[src/rtl/write_back_stage.sv]
// MEM/WB pipeline register with write-back source select, x0 write suppression
// and retired-instruction counter. Optional load align/extend: WB_LOAD_EXTEND_EN.
module write_back_stage #(
    parameter int unsigned XLEN       = 32,
    parameter int unsigned NUM_SRC    = 4,
    parameter int unsigned SEL_W      = $clog2(NUM_SRC),
    parameter int unsigned REG_ADDR_W = 5,
    parameter int unsigned CNT_W      = 32
) (
    input  logic                    clk,
    input  logic                    rstN,
    input  logic                    stall,
    input  logic                    flush,
    input  logic                    validIn,
    input  logic [NUM_SRC*XLEN-1:0] srcData,
    input  logic [SEL_W-1:0]        srcSel,
    input  logic                    regWriteIn,
    input  logic [REG_ADDR_W-1:0]   rdIn,
    input  logic [1:0]              loadSize,
    input  logic                    loadUnsigned,
    input  logic [1:0]              addrLow,
    output logic                    validOut,
    output logic                    regWriteOut,
    output logic [REG_ADDR_W-1:0]   rdOut,
    output logic [XLEN-1:0]         dataBack,
    output logic [CNT_W-1:0]        retireCount
);

    logic                  r_valid;
    logic                  r_regwr;
    logic [REG_ADDR_W-1:0] r_rd;
    logic [XLEN-1:0]       r_data;
    logic [CNT_W-1:0]      r_cnt;

    logic [XLEN-1:0]       w_sel_data;
    logic [XLEN-1:0]       w_wb_data;

    // Out-of-range selects fall through to source 0 (ALU).
    always_comb begin
        w_sel_data = srcData[XLEN-1:0];
        for (int unsigned k = 1; k < NUM_SRC; k++) begin
            if (srcSel == SEL_W'(k)) begin
                w_sel_data = srcData[k*XLEN +: XLEN];
            end
        end
    end

`ifdef WB_LOAD_EXTEND_EN
    logic [XLEN-1:0] w_mem;
    logic [XLEN-1:0] w_byte_sh;
    logic [XLEN-1:0] w_half_sh;
    logic [XLEN-1:0] w_ext;

    // Misaligned halves use addrLow[1] only; loadSize 11 behaves as word.
    always_comb begin
        w_mem     = srcData[XLEN +: XLEN];
        w_byte_sh = w_mem >> {addrLow, 3'b000};
        w_half_sh = w_mem >> {addrLow[1], 4'b0000};
        case (loadSize)
            2'b00:   w_ext = {{(XLEN-8){~loadUnsigned & w_byte_sh[7]}}, w_byte_sh[7:0]};
            2'b01:   w_ext = {{(XLEN-16){~loadUnsigned & w_half_sh[15]}}, w_half_sh[15:0]};
            default: w_ext = w_mem;
        endcase
        w_wb_data = (srcSel == SEL_W'(1)) ? w_ext : w_sel_data;
    end
`else
    logic w_unused_load;
    assign w_unused_load = ^{loadSize, loadUnsigned, addrLow};
    assign w_wb_data     = w_sel_data;
`endif

    always_ff @(posedge clk or negedge rstN) begin
        if (!rstN) begin
            r_valid <= 1'b0;
            r_regwr <= 1'b0;
            r_rd    <= '0;
            r_data  <= '0;
            r_cnt   <= '0;
        end else if (!stall) begin
            if (flush || !validIn) begin
                r_valid <= 1'b0;
                r_regwr <= 1'b0;
            end else begin
                r_valid <= 1'b1;
                r_regwr <= regWriteIn && (rdIn != '0);
                r_rd    <= rdIn;
                r_data  <= w_wb_data;
                r_cnt   <= r_cnt + CNT_W'(1);
            end
        end
    end

    assign validOut    = r_valid;
    assign regWriteOut = r_regwr;
    assign rdOut       = r_rd;
    assign dataBack    = r_data;
    assign retireCount = r_cnt;

endmodule

[config.mk]
export PLATFORM = sky130hd
export DESIGN_NAME = write_back_stage
export DESIGN_NICKNAME = d
export VERILOG_FILES = /design/src/rtl/write_back_stage.sv
export SDC_FILE = /design/constraint.sdc
export NUM_CORES = 1
export LEC_CHECK = 0
export CORE_MARGIN = 1.5
export CORE_UTILIZATION = 38
export DETAILED_ROUTE_END_ITERATION = 8
export GPL_TIMING_DRIVEN = 0
export PLACE_DENSITY = 0.9
export SYNTH_ARGS = -nofsm -noshare
export SYNTH_HDL_FRONTEND = slang
export SYNTH_SLANG_ARGS = --single-unit
[constraint.sdc]
create_clock -name clk -period 2.19 [get_ports clk]
set_clock_uncertainty 0.1 [all_clocks]
set_input_delay 0.438 -clock clk [delete_from_list [all_inputs] [get_ports clk]]
set_output_delay 0.438 -clock clk [all_outputs]
set_load 0.01 [all_outputs]
==> out/results.tsv, run 1 <==
stage	metric	value	unit
worst_setup_path	CP endpoint kind	register	
cells_and_area	area delta synth->final	68.9	%
die	die area	10200	µm²
global_routing	largest net degree at the start of global routing	72	
routing	Initial DRC Count	104	
clock_tree	clock latency on the worst-skew pair	0.35	ns
clock_tree	Clk pin slew, worst setup/hold paths	0.08	ns
synth	top_reg_cell synth	dfrtp_1	
place	port bufs	210	
cells_and_area	Filler Cells Inserted	721	
worst_setup_path	critical path class	input pin to register	
synth	Synth warnings	0	
synth	post-synthesis sequential area ratio	48.5	%
place	placed cells	667	
die	Die Wd	101	µm
worst_setup_path	r2r endpoint	retireCount[20]	
cells_and_area	final net count	697	
routing	Via density	5.05	
place	setup slack at placement	-0.483	ns
timing	Final WS setup	0.0489	ns
synth	cells after synthesis	328	
cells_and_area	Core Util, Final	66.6	%
clock_tree	root buffer cell	clkbuf_8	
worst_setup_path	CP startpoint kind	input pin	
die	core area	9280	µm²
timing	Worst Tran Pin Value	0.867	ns
routing	total wire length	11.5	mm
die	Row Count	35	
worst_setup_path	crit-path max FO	10	
synth	Async S/R FF share, synth	100	%
timing	highest clock rate	467	MHz
global_routing	vias in the first global route	3533	
worst_setup_path	CP max stage cell	clkdlybuf4s50_1	
clock_tree	CTS Buffer Depth	2	
synth	synthesized cell area	3660	µm²
timing	worst relative slew slack	42.2	%
place	Final HPWL DP	9.24	mm
synth	syn nets	475	
global_routing	total grt overflow	0	
run_status	status	finished clean	
worst_setup_path	Reg2Reg Depth	4	
global_routing	Total GRT Usage	22.6	%
timing	Final Hold Fails	0	
worst_setup_path	critical path arrival	2.28	ns
timing	RSZ-0062 raised after global routing	no	
synth	Post-synth EDFFs	0	
routing	via count	3452	
global_routing	first-pass GRT wire length	17.6	mm
worst_setup_path	Reg2Reg Setup Slack	0.22	ns
worst_setup_path	Worst R2R Start	retireCount[7]	
clock_tree	TritonCTS clock tree	built	
timing	Max Transition Viols Final	0	
die	die height	101	µm
timing	period utilization	97.8	%
synth	Avg Cell Area, Syn	11.2	µm²
power	leakage power	2.63	nW
synth	Yosys reg bits	71	
worst_setup_path	Buf/Inv on CP	3	
worst_setup_path	cell family with most CP delay	buffers and inverters	
global_routing	initial antenna violation count	0	
cells_and_area	post-route insts no fill	684	
timing	Final Critical Period	2.14	ns
die	I/O pins	217	
routing	wire length per cell	16.9	µm
cells_and_area	layout cell share with drive strength beyond 1	10.5	%
clock_tree	CTS Sinks	71	
clock_tree	number of buffers created by CTS	9	
routing	DR pass1 iterations	5	
worst_setup_path	Req. time, crit path	2.33	ns
place	Placer Congestion	0.918	
timing	Finish-stage setup viols	0	
worst_setup_path	crit path cell chain	clkdlybuf4s50_1, or3b_1, buf_6, nor4_4, buf_4, nand4_1, xnor2_1	
routing	antenna-violating nets left	0	
job	MaxCap Viol Count	0	
cells_and_area	antenna fix cells	0	
power	PD cells	645	nW/µm²
min_path	Min-Delay Path Class	input pin to async pin	
clock_tree	H-tree Lvls	3	
die	Initial Util	39.4	%
routing	DRC violations left	0	
synth	Synth cell types	24	
power	Max VDD drop	369	µV
worst_setup_path	delay of the slowest cell on the worst path	0.52	ns
==> cells by family (layout without fill, tap and decap cells) <==
group	Yosys count	in the layout	share of synthesized area, %
compound gates	1	1	0.274
xor+xnor	31	31	7.42
fa+ha+maj	1	1	0.342
buf+inv	17	244	2.05
flops	71	71	48.5
mux	32	32	19.7
simple gates	175	175	21.7
==> worst max path at each step <==
stage,cells after the start,from,end,slack (ns)
finish,7,validIn,retireCount[31],0.05
global placement,1,rstN,dataBack[25],-1.72
global route,7,validIn,retireCount[31],0.003
detailed placement,6,stall,retireCount[17],-0.48
floorplan,5,flush,retireCount[29],0.26
CTS,6,stall,retireCount[17],0.0009
==> what timing repair did <==
| item | in CTS | in global routing |
|---|---|---|
| pin swaps | 1 | 1 |
| buffers inserted | 0 | 1 |
| resized for setup | 1 | 1 |
| cloned | 0 | 0 |
| hold buffers | 0 | 0 |
| setup endpoints to repair | 11 | 10 |
==> flip-flops by register name (all words and copies together) (netlist names) <==
| signal | flops |
|---|---|
| validOut | 1 |
| rdOut | 5 |
| retireCount | 32 |
| dataBack | 32 |
| regWriteOut | 1 |
==> through the flow <==
step / power (mW) / hold slack [ns] / instance area, µm² / setup TNS (ns)
final: 3.98 / 0.108 / 6180 / 0
after global routing: 4.16 / 0.190 / 6180 / 0
after CTS: 4.02 / 0.130 / 6170 / 0
after detailed placement: 2.75 / 0.361 / 5920 / -14.78
after global placement: 2.71 / 0.358 / 5920 / -135.02
after floorplan: 2.01 / 0.0424 / 3660 / 0
==> cell usage in the layout, fill, tap and decap left out <==
cell	count
or3_1	1
or3b_1	1
dfrtp_1	71
buf_1	1
nand3_1	13
nand4bb_1	1
clkbuf_1	11
nand4_1	13
a32o_1	1
buf_4	2
ha_1	1
clkdlybuf4s50_1	208
buf_2	3
nor4_2	1
clkinv_2	1
dlymetal6s2s_1	1
bufinv_16	3
clkbuf_8	9
nor4_4	2
nor3b_2	1
nand2_1	127
mux4_2	32
xor2_1	5
and4_1	2
nor2_1	5
and3_1	4
clkinv_4	3
xnor2_1	26
nor3_1	4
inv_1	1
buf_6	1
==> Yosys cell counts (2+ instances only) <==
| cell | count | area, µm² |
|---|---|---|
| nand4_1 | 13 | 81.3 |
| and3_1 | 4 | 25.0 |
| dfrtp_1 | 71 | 1780 |
| nor2_1 | 5 | 18.8 |
| nor3_1 | 4 | 20.0 |
| xnor2_1 | 26 | 228 |
| nor4_4 | 2 | 42.5 |
| mux4_2 | 32 | 721 |
| xor2_1 | 5 | 43.8 |
| clkbuf_1 | 11 | 41.3 |
| nand2_1 | 127 | 477 |
| and4_1 | 2 | 17.5 |
| buf_2 | 3 | 15.0 |
| nand3_1 | 13 | 65.1 |
==> worst reg2reg max path, delay by kind of cell (launching register included) <==
family           cells  cell delay (ns)
flip-flops           1             0.45
AND/OR/NAND/NOR      3             1.17
XOR/XNOR             1             0.16
==> area by class of cell <==
type	count	area (µm²)	share of cell area, %
Timing Repair Buffer	211	2110	34.1
Buffer	16	71.3	1.15
Clock buffer	9	124	2.00
Inverter	1	3.75	0.0607
Clock inverter	7	121	1.96
Sequential cell	71	1780	28.7
Multi-Input combinational cell	240	1810	29.3
Tap cell	129	161	2.61
==> per-layer routing <==
layer | global-route usage, % | vias up | wire (µm)
met1 | 26.3 | 1650 | 4310
li1 | - | 1587 | -
met5 | 0 | - | 0
met3 | 5.52 | 26 | 926
met2 | 39.0 | 189 | 5930
met4 | 11.4 | 0 | 372
==> power by group <==
part / switching (mW) / total (mW) / internal, mW
Clock: 0.509 / 1.27 / 0.760
Combinational: 0.410 / 1.09 / 0.680
Sequential: 0.146 / 1.62 / 1.48
Power figures use the tool's default switching activity.
==> inputs of run 2 (changes only) <==
--- a/config.mk
+++ b/config.mk
@@ -6,10 +6,11 @@
 export NUM_CORES = 1
 export LEC_CHECK = 0
 export CORE_MARGIN = 1.5
-export CORE_UTILIZATION = 38
+export CORE_UTILIZATION = 41
+export CTS_CLUSTER_SIZE = 14
 export DETAILED_ROUTE_END_ITERATION = 8
-export GPL_TIMING_DRIVEN = 0
-export PLACE_DENSITY = 0.9
+export GPL_TIMING_DRIVEN = 1
+export PLACE_DENSITY = 0.95
 export SYNTH_ARGS = -nofsm -noshare
 export SYNTH_HDL_FRONTEND = slang
 export SYNTH_SLANG_ARGS = --single-unit
==> constraint.sdc (replaced) <==
create_clock -name clk -period 2.6 [get_ports clk]
set_clock_uncertainty 0.1 [all_clocks]
set_input_delay 0.52 -clock clk [delete_from_list [all_inputs] [get_ports clk]]
set_output_delay 0.52 -clock clk [all_outputs]
set_load 0.01 [all_outputs]
==> run 2 against run 1 <==
- sequential share of layout area grew 0.17 points
- critical path type unchanged
- final cell count shrank 3.9%
- worst setup slack gained 0.29 ns
- clock power shrank 22%
- critical endpoint is now retireCount[29]
- worst hold slack gained 0.11 ns
- first-iteration DRC count shrank 0.96%
- critical path depth shrank 1
- register-to-register slack gained 0.47 ns
- utilization grew 4.2 points
- die area shrank 7.1%
- final area shrank 0.59%
- sequential power shrank 15%
==> out/results.tsv, run 2 (same netlist as run 1, synthesis figures left out) <==
stage	metric	value	unit	change
die	Die Wd	97.5	µm	-3.6%
power	PD cells	534	nW/µm²	-17%
die	die height	97.5	µm	-3.6%
run_status	status	finished clean		
worst_setup_path	crit path cell chain	clkdlybuf4s50_1, or3b_2, nor4_4, buf_4, nand4_1, xnor2_1		
timing	Finish-stage setup viols	0		unchanged
timing	worst relative slew slack	41.5	%	-0.78 points
routing	total wire length	11.7	mm	+1.8%
cells_and_area	most frequent cells in the layout	209 x clkdlybuf4s50_1, 127 x nand2_1, 71 x dfrtp_1		
clock_tree	Gates resized, CTS repair	0		-1
clock_tree	CTS Buffer Depth	2		unchanged
worst_setup_path	r2r endpoint	retireCount[26]		
cells_and_area	Filler Cells Inserted	612		-15%
routing	Routed met1 length	4.33	mm	+0.56%
timing	RSZ-0062 raised after global routing	no		
worst_setup_path	CP max stage cell	or3b_2		
worst_setup_path	Reg2Reg Setup Slack	0.69	ns	+0.47 ns
worst_setup_path	Critical Path Source	validIn		
routing	DRC violations left	0		unchanged
routing	highest metal used	met4		
global_routing	largest net degree at the start of global routing	72		unchanged
clock_tree	TritonCTS clock tree	built		
worst_setup_path	critical path class	input pin to register		
die	Row Count	34		-2.9%
timing	Worst Tran Pin Value	0.878	ns	+0.0117 ns
global_routing	first-pass GRT wire length	18.4	mm	+4.4%
timing	Max Transition Viols Final	0		unchanged
global_routing	total grt overflow	0		unchanged
power	leakage power	2.63	nW	about the same
timing	Final Hold Fails	0		unchanged
worst_setup_path	CP startpoint kind	input pin		
job	MaxCap Viol Count	0		unchanged
clock_tree	number of buffers created by CTS	9		unchanged
worst_setup_path	Req. time, crit path	2.72	ns	+0.39 ns
die	die area	9500	µm²	-7.1%
power	Clk pwr share	30.0	%	-1.9 points
worst_setup_path	delay of the slowest cell on the worst path	0.57	ns	+0.05 ns
global_routing	Total GRT Usage	24.8	%	+2.2 points
worst_setup_path	critical path arrival	2.38	ns	+0.10 ns
power	Flop pwr share	41.9	%	+1.1 points
place	Placer Congestion	0.832		-9.3%
die	I/O pins	217		unchanged
clock_tree	root buffer cell	clkbuf_8		
power	Comb power frac	28.1	%	+0.7 points
global_routing	initial antenna violation count	0		unchanged
clock_tree	hold buffer count at CTS	0		unchanged
cells_and_area	antenna fix cells	0		unchanged
worst_setup_path	termination of the worst setup path	retireCount[29]		
cells_and_area	final net count	691		-0.86%
clock_tree	Clk pin slew, worst setup/hold paths	0.08	ns	about the same
routing	antenna-violating nets left	0		unchanged
routing	Initial DRC Count	103		-0.96%
worst_setup_path	crit-path max FO	10		unchanged
timing	period utilization	87.0	%	
timing	highest clock rate	442	MHz	
power	Max VDD drop	271	µV	-26%
cells_and_area	area delta synth->final	67.9	%	
worst_setup_path	CP endpoint kind	register		
cells_and_area	layout cell share with drive strength beyond 1	11.5	%	+1.0 points
place	port bufs	211		+0.48%
worst_setup_path	Worst R2R Start	retireCount[12]		
timing	Final Critical Period	2.26	ns	
global_routing	vias in the first global route	3692		+4.5%
power	Int Power	2.42	mW	-17%
power	switch share	26.3	%	-0.44 points
min_path	Min-Delay Path Class	input pin to async pin		
die	Initial Util	42.2	%	+2.8 points
worst_setup_path	Reg2Reg Depth	4		unchanged
routing	wire length per cell	17.9	µm	+6.0%
clock_tree	H-tree Lvls	3		unchanged
timing	TNS Setup	0	ns	unchanged
clock_tree	CTS Sinks	71		unchanged
clock_tree	clock latency on the worst-skew pair	0.33	ns	-0.02 ns
routing	met3 WL	729	µm	-21%
clock_tree	post-CTS setup buffers	0		unchanged
cells_and_area	commonest non-fill, non-tap cell in the layout	clkdlybuf4s50_1		
routing	Via density	5.25		+4.0%
place	Final HPWL DP	9.27	mm	+0.39%
routing	DR pass1 iterations	4		-1
timing	hold_ws	0.213	ns	+0.105 ns
power	Psw	0.863	mW	-19%
die	core area	8680	µm²	-6.5%
routing	met2 routed WL	6.33	mm	+6.8%
routing	via count	3447		-0.14%
[run 2: cell count changes in the layout (fill, tap and decap cells not counted), moves of 2 or more]
cell,change
buf_2,-2
clkbuf_1,-9
clkbuf_8,+2
clkinv_4,-3
buf_4,+8
[run 2: worst min path at each step]
stage | start | endpoint | cells past startpoint
4_1_cts | rstN | retireCount[10] | 1
2_1_floorplan | rstN | dataBack[0] | 0
3_5_place_dp | dataBack[2] | dataBack[2] | 2
5_1_grt | rstN | retireCount[2] | 1
3_3_place_gp | dataBack[21] | dataBack[21] | 2
6_report | rstN | retireCount[2] | 1
[run 2: through the flow]
| step | instance area (µm²) | setup WS, ns | instances | utilization [%] | total power, mW |
|---|---|---|---|---|---|
| finish | 6140 | 0.339 | 657 | 70.8 | 3.28 |
| global placement | 5920 | 0.0204 | 641 | 68.2 | 2.28 |
| CTS | 6140 | 0.361 | 657 | 70.8 | 3.30 |
| floorplan | 3660 | 0.585 | 328 | - | 1.69 |
| global route | 6140 | 0.279 | 657 | 70.8 | 3.43 |
| detailed placement | 5920 | 0.00131 | 641 | 68.2 | 2.31 |
[run 2: final cells by class]
| class | count | area (µm²) | area share, % |
|---|---|---|---|
| Timing Repair Buffer | 221 | 2190 | 35.7 |
| Tap cell | 108 | 135 | 2.20 |
| Inverter | 1 | 3.75 | 0.0611 |
| Clock buffer | 13 | 159 | 2.59 |
| Sequential cell | 71 | 1780 | 28.9 |
| Clock inverter | 3 | 65.1 | 1.06 |
| Multi-Input combinational cell | 240 | 1810 | 29.5 |
[run 2: per-layer routing]
layer  global-route usage, %  vias to the layer above
met1                    27.5                     1701
met3                    6.12                       26
li1                        -                     1567
met2                    45.2                      153
met5                       0                        -
met4                    10.2                        0
[run 2: worst max-delay path: cells and delay by family]
family / cells / cell delay [ns]
simple gates: 3 / 0.99
xor+xnor: 1 / 0.16
buf+inv: 2 / 0.71
[run 2: power groups by stage]
stage	Sequential [mW]	Clock, mW	Combinational [mW]
6_report	1.37	0.985	0.921
5_1_grt	1.39	1.05	0.986
4_1_cts	1.37	1.00	0.927
3_5_place_dp	1.39	0	0.925
3_3_place_gp	1.38	0	0.900
2_1_floorplan	1.44	0	0.256
==> inputs of run 3 (changes only) <==
--- a/config.mk
+++ b/config.mk
@@ -11,6 +11,7 @@
 export DETAILED_ROUTE_END_ITERATION = 8
 export GPL_TIMING_DRIVEN = 1
 export PLACE_DENSITY = 0.95
+export SLEW_MARGIN = 15
 export SYNTH_ARGS = -nofsm -noshare
 export SYNTH_HDL_FRONTEND = slang
 export SYNTH_SLANG_ARGS = --single-unit
==> results of run 3 <==
Final layout, timing and power as in run 2 (identical DEF).
==> patch, RTL diff (config.mk and constraints of run 3) <==
The option `WB_LOAD_EXTEND_EN` is turned on by a define.
--- a/src/rtl/write_back_stage.sv
+++ b/src/rtl/write_back_stage.sv
@@ -1,5 +1,7 @@
 // MEM/WB pipeline register with write-back source select, x0 write suppression
 // and retired-instruction counter. Optional load align/extend: WB_LOAD_EXTEND_EN.
+`define WB_LOAD_EXTEND_EN
+
 module write_back_stage #(
     parameter int unsigned XLEN       = 32,
     parameter int unsigned NUM_SRC    = 4,
Formal check against the unedited RTL: not equivalent (Yosys sat finds a counterexample within 4 cycles, from zero or initial values and one cycle with rstN low).
==> patch against run 3 <==
  * Area after synthesis increased by 13%
  * Wire length increased by 29%
  * Final area increased by 9.1%
  * Sequential cell count unchanged
  * Total power decreased by 2.4%
  * Fmax decreased by 6.4%
  * Worst hold slack got worse by 0.0033 ns
  * Worst setup slack got worse by 0.15 ns
  * Critical path depth unchanged
  * Core utilization decreased by 2.2 points
  * Critical endpoint unchanged
  * Largest power group unchanged
==> patch: results (changes against run 3) <==
metric,value,unit,change
status,"finished, final reports clean",,
GRT met1 Usage,30.1,%,+2.5 points
sequential share of the synthesized area,43.1,%,-5.4 points
TritonCTS Buffers,9,,unchanged
Reg2Reg Depth,5,,+1
Placed Cells,787,,+23%
crit path max fanout,4,,-6
Yosys cell types,45,,+88%
HP Class,primary input to async pin,,
Worst Hold Slack,0.209,ns,-0.00329 ns
Post-Place Setup Slack,-0.142,ns,-0.143 ns
DR WL met3,1260,um,+73%
Reg-to-Reg Start,retireCount[16],,
peak supply drop,0.000293,V,+8.1%
complex-gate fraction of the synthesized area,18.0,%,+18 points
M3 GR Usage,8.94,%,+2.8 points
placed cell area,0.00654,mm2,+10%
first-pass GRT wire length,22600,um,+23%
CP max stage delay,0.47,ns,-0.10 ns
WL met1,5420,um,+25%
number of buffers added on ports,216,,+2.4%
layout cells sized above 1,11.6,%,+0.17 points
clock transition at the registers of the reported paths,0.08,ns,about the same
Synth Area in XOR/XNOR,6.59,%,-0.83 points
DR top layer,met4,,
Rel. slew slack,39.5,%,-2.0 points
DR pass1 iterations,4,,unchanged
Lkg Pwr,2.78,nW,+5.6%
post-cts resize count,0,,unchanged
post-synthesis mux area share,10.8,%,-8.9 points
DR WL met2,8080,um,+28%
Worst setup endpoint,retireCount[29],,
Vias/cell,5.55,,+5.8%
pin count of the biggest net entering global routing,72,,unchanged
Synth Area in Adders,0.304,%,-0.038 points
YS warnings,0,,unchanged
GRT Resource Usage Total,28.1,%,+3.3 points
First DRT Iteration DRCs,166,,+61%
Reg2Reg Setup Slack,0.51,ns,-0.18 ns
diode count,0,,unchanged
number of global-route vias before repair,4641,,+26%
vias,4456,,+29%
NumNets Final,812,,+18%
CP arrival,2.57,ns,+0.19 ns
"Slowest-stage cell, CP",clkdlybuf4s50_1,,
"top cells by area, synth","dfrtp_1 43%, mux2_2 7.1%, nand2_1 6.3%",,
Avg Inst Size Synth,9.36,um2,-16%
syn_nets,587,,+24%
drt wl/cell,18.9,um,+5.6%
NetSw,0.990,mW,+15%
commonest cells in the synthesized netlist,"71 x dfrtp_1, 69 x nand2_1, 34 x nor2_1",,
Detailed Place HPWL,12200,um,+32%
filler instances,768,,+25%
postcts setup bufs,0,,unchanged
GR Layer Usage met2,52.1,%,+6.8 points
Max clock buf depth,2,,unchanged
RD Place Congestion,0.896,,+7.7%
## patch: power groups by stage
stage          clock, mW  sequential, mW  combinational [mW]
2_1_floorplan          0            1.44               0.310
3_3_place_gp           0            1.38                1.02
3_5_place_dp           0            1.39                1.05
4_1_cts            0.797            1.37                1.06
5_1_grt            0.848            1.39                1.13
6_report           0.783            1.37                1.05
## patch: layout make-up
cell class | count | area (um2) | area share [%]
Inverter | 10 | 37.5 | 0.560
Multi-Input combinational cell | 331 | 2190 | 32.7
Timing Repair Buffer | 242 | 2360 | 35.2
Tap cell | 133 | 166 | 2.48
Sequential cell | 71 | 1780 | 26.5
Clock inverter | 7 | 47.5 | 0.709
Clock buffer | 9 | 124 | 1.85
## patch: worst max-delay path: cells and delay by family
kind                      cells  cell delay [ns]
buffers and inverters         1             0.47
and+or+nand+nor               4             1.39
xor gates and xnor gates      1             0.18
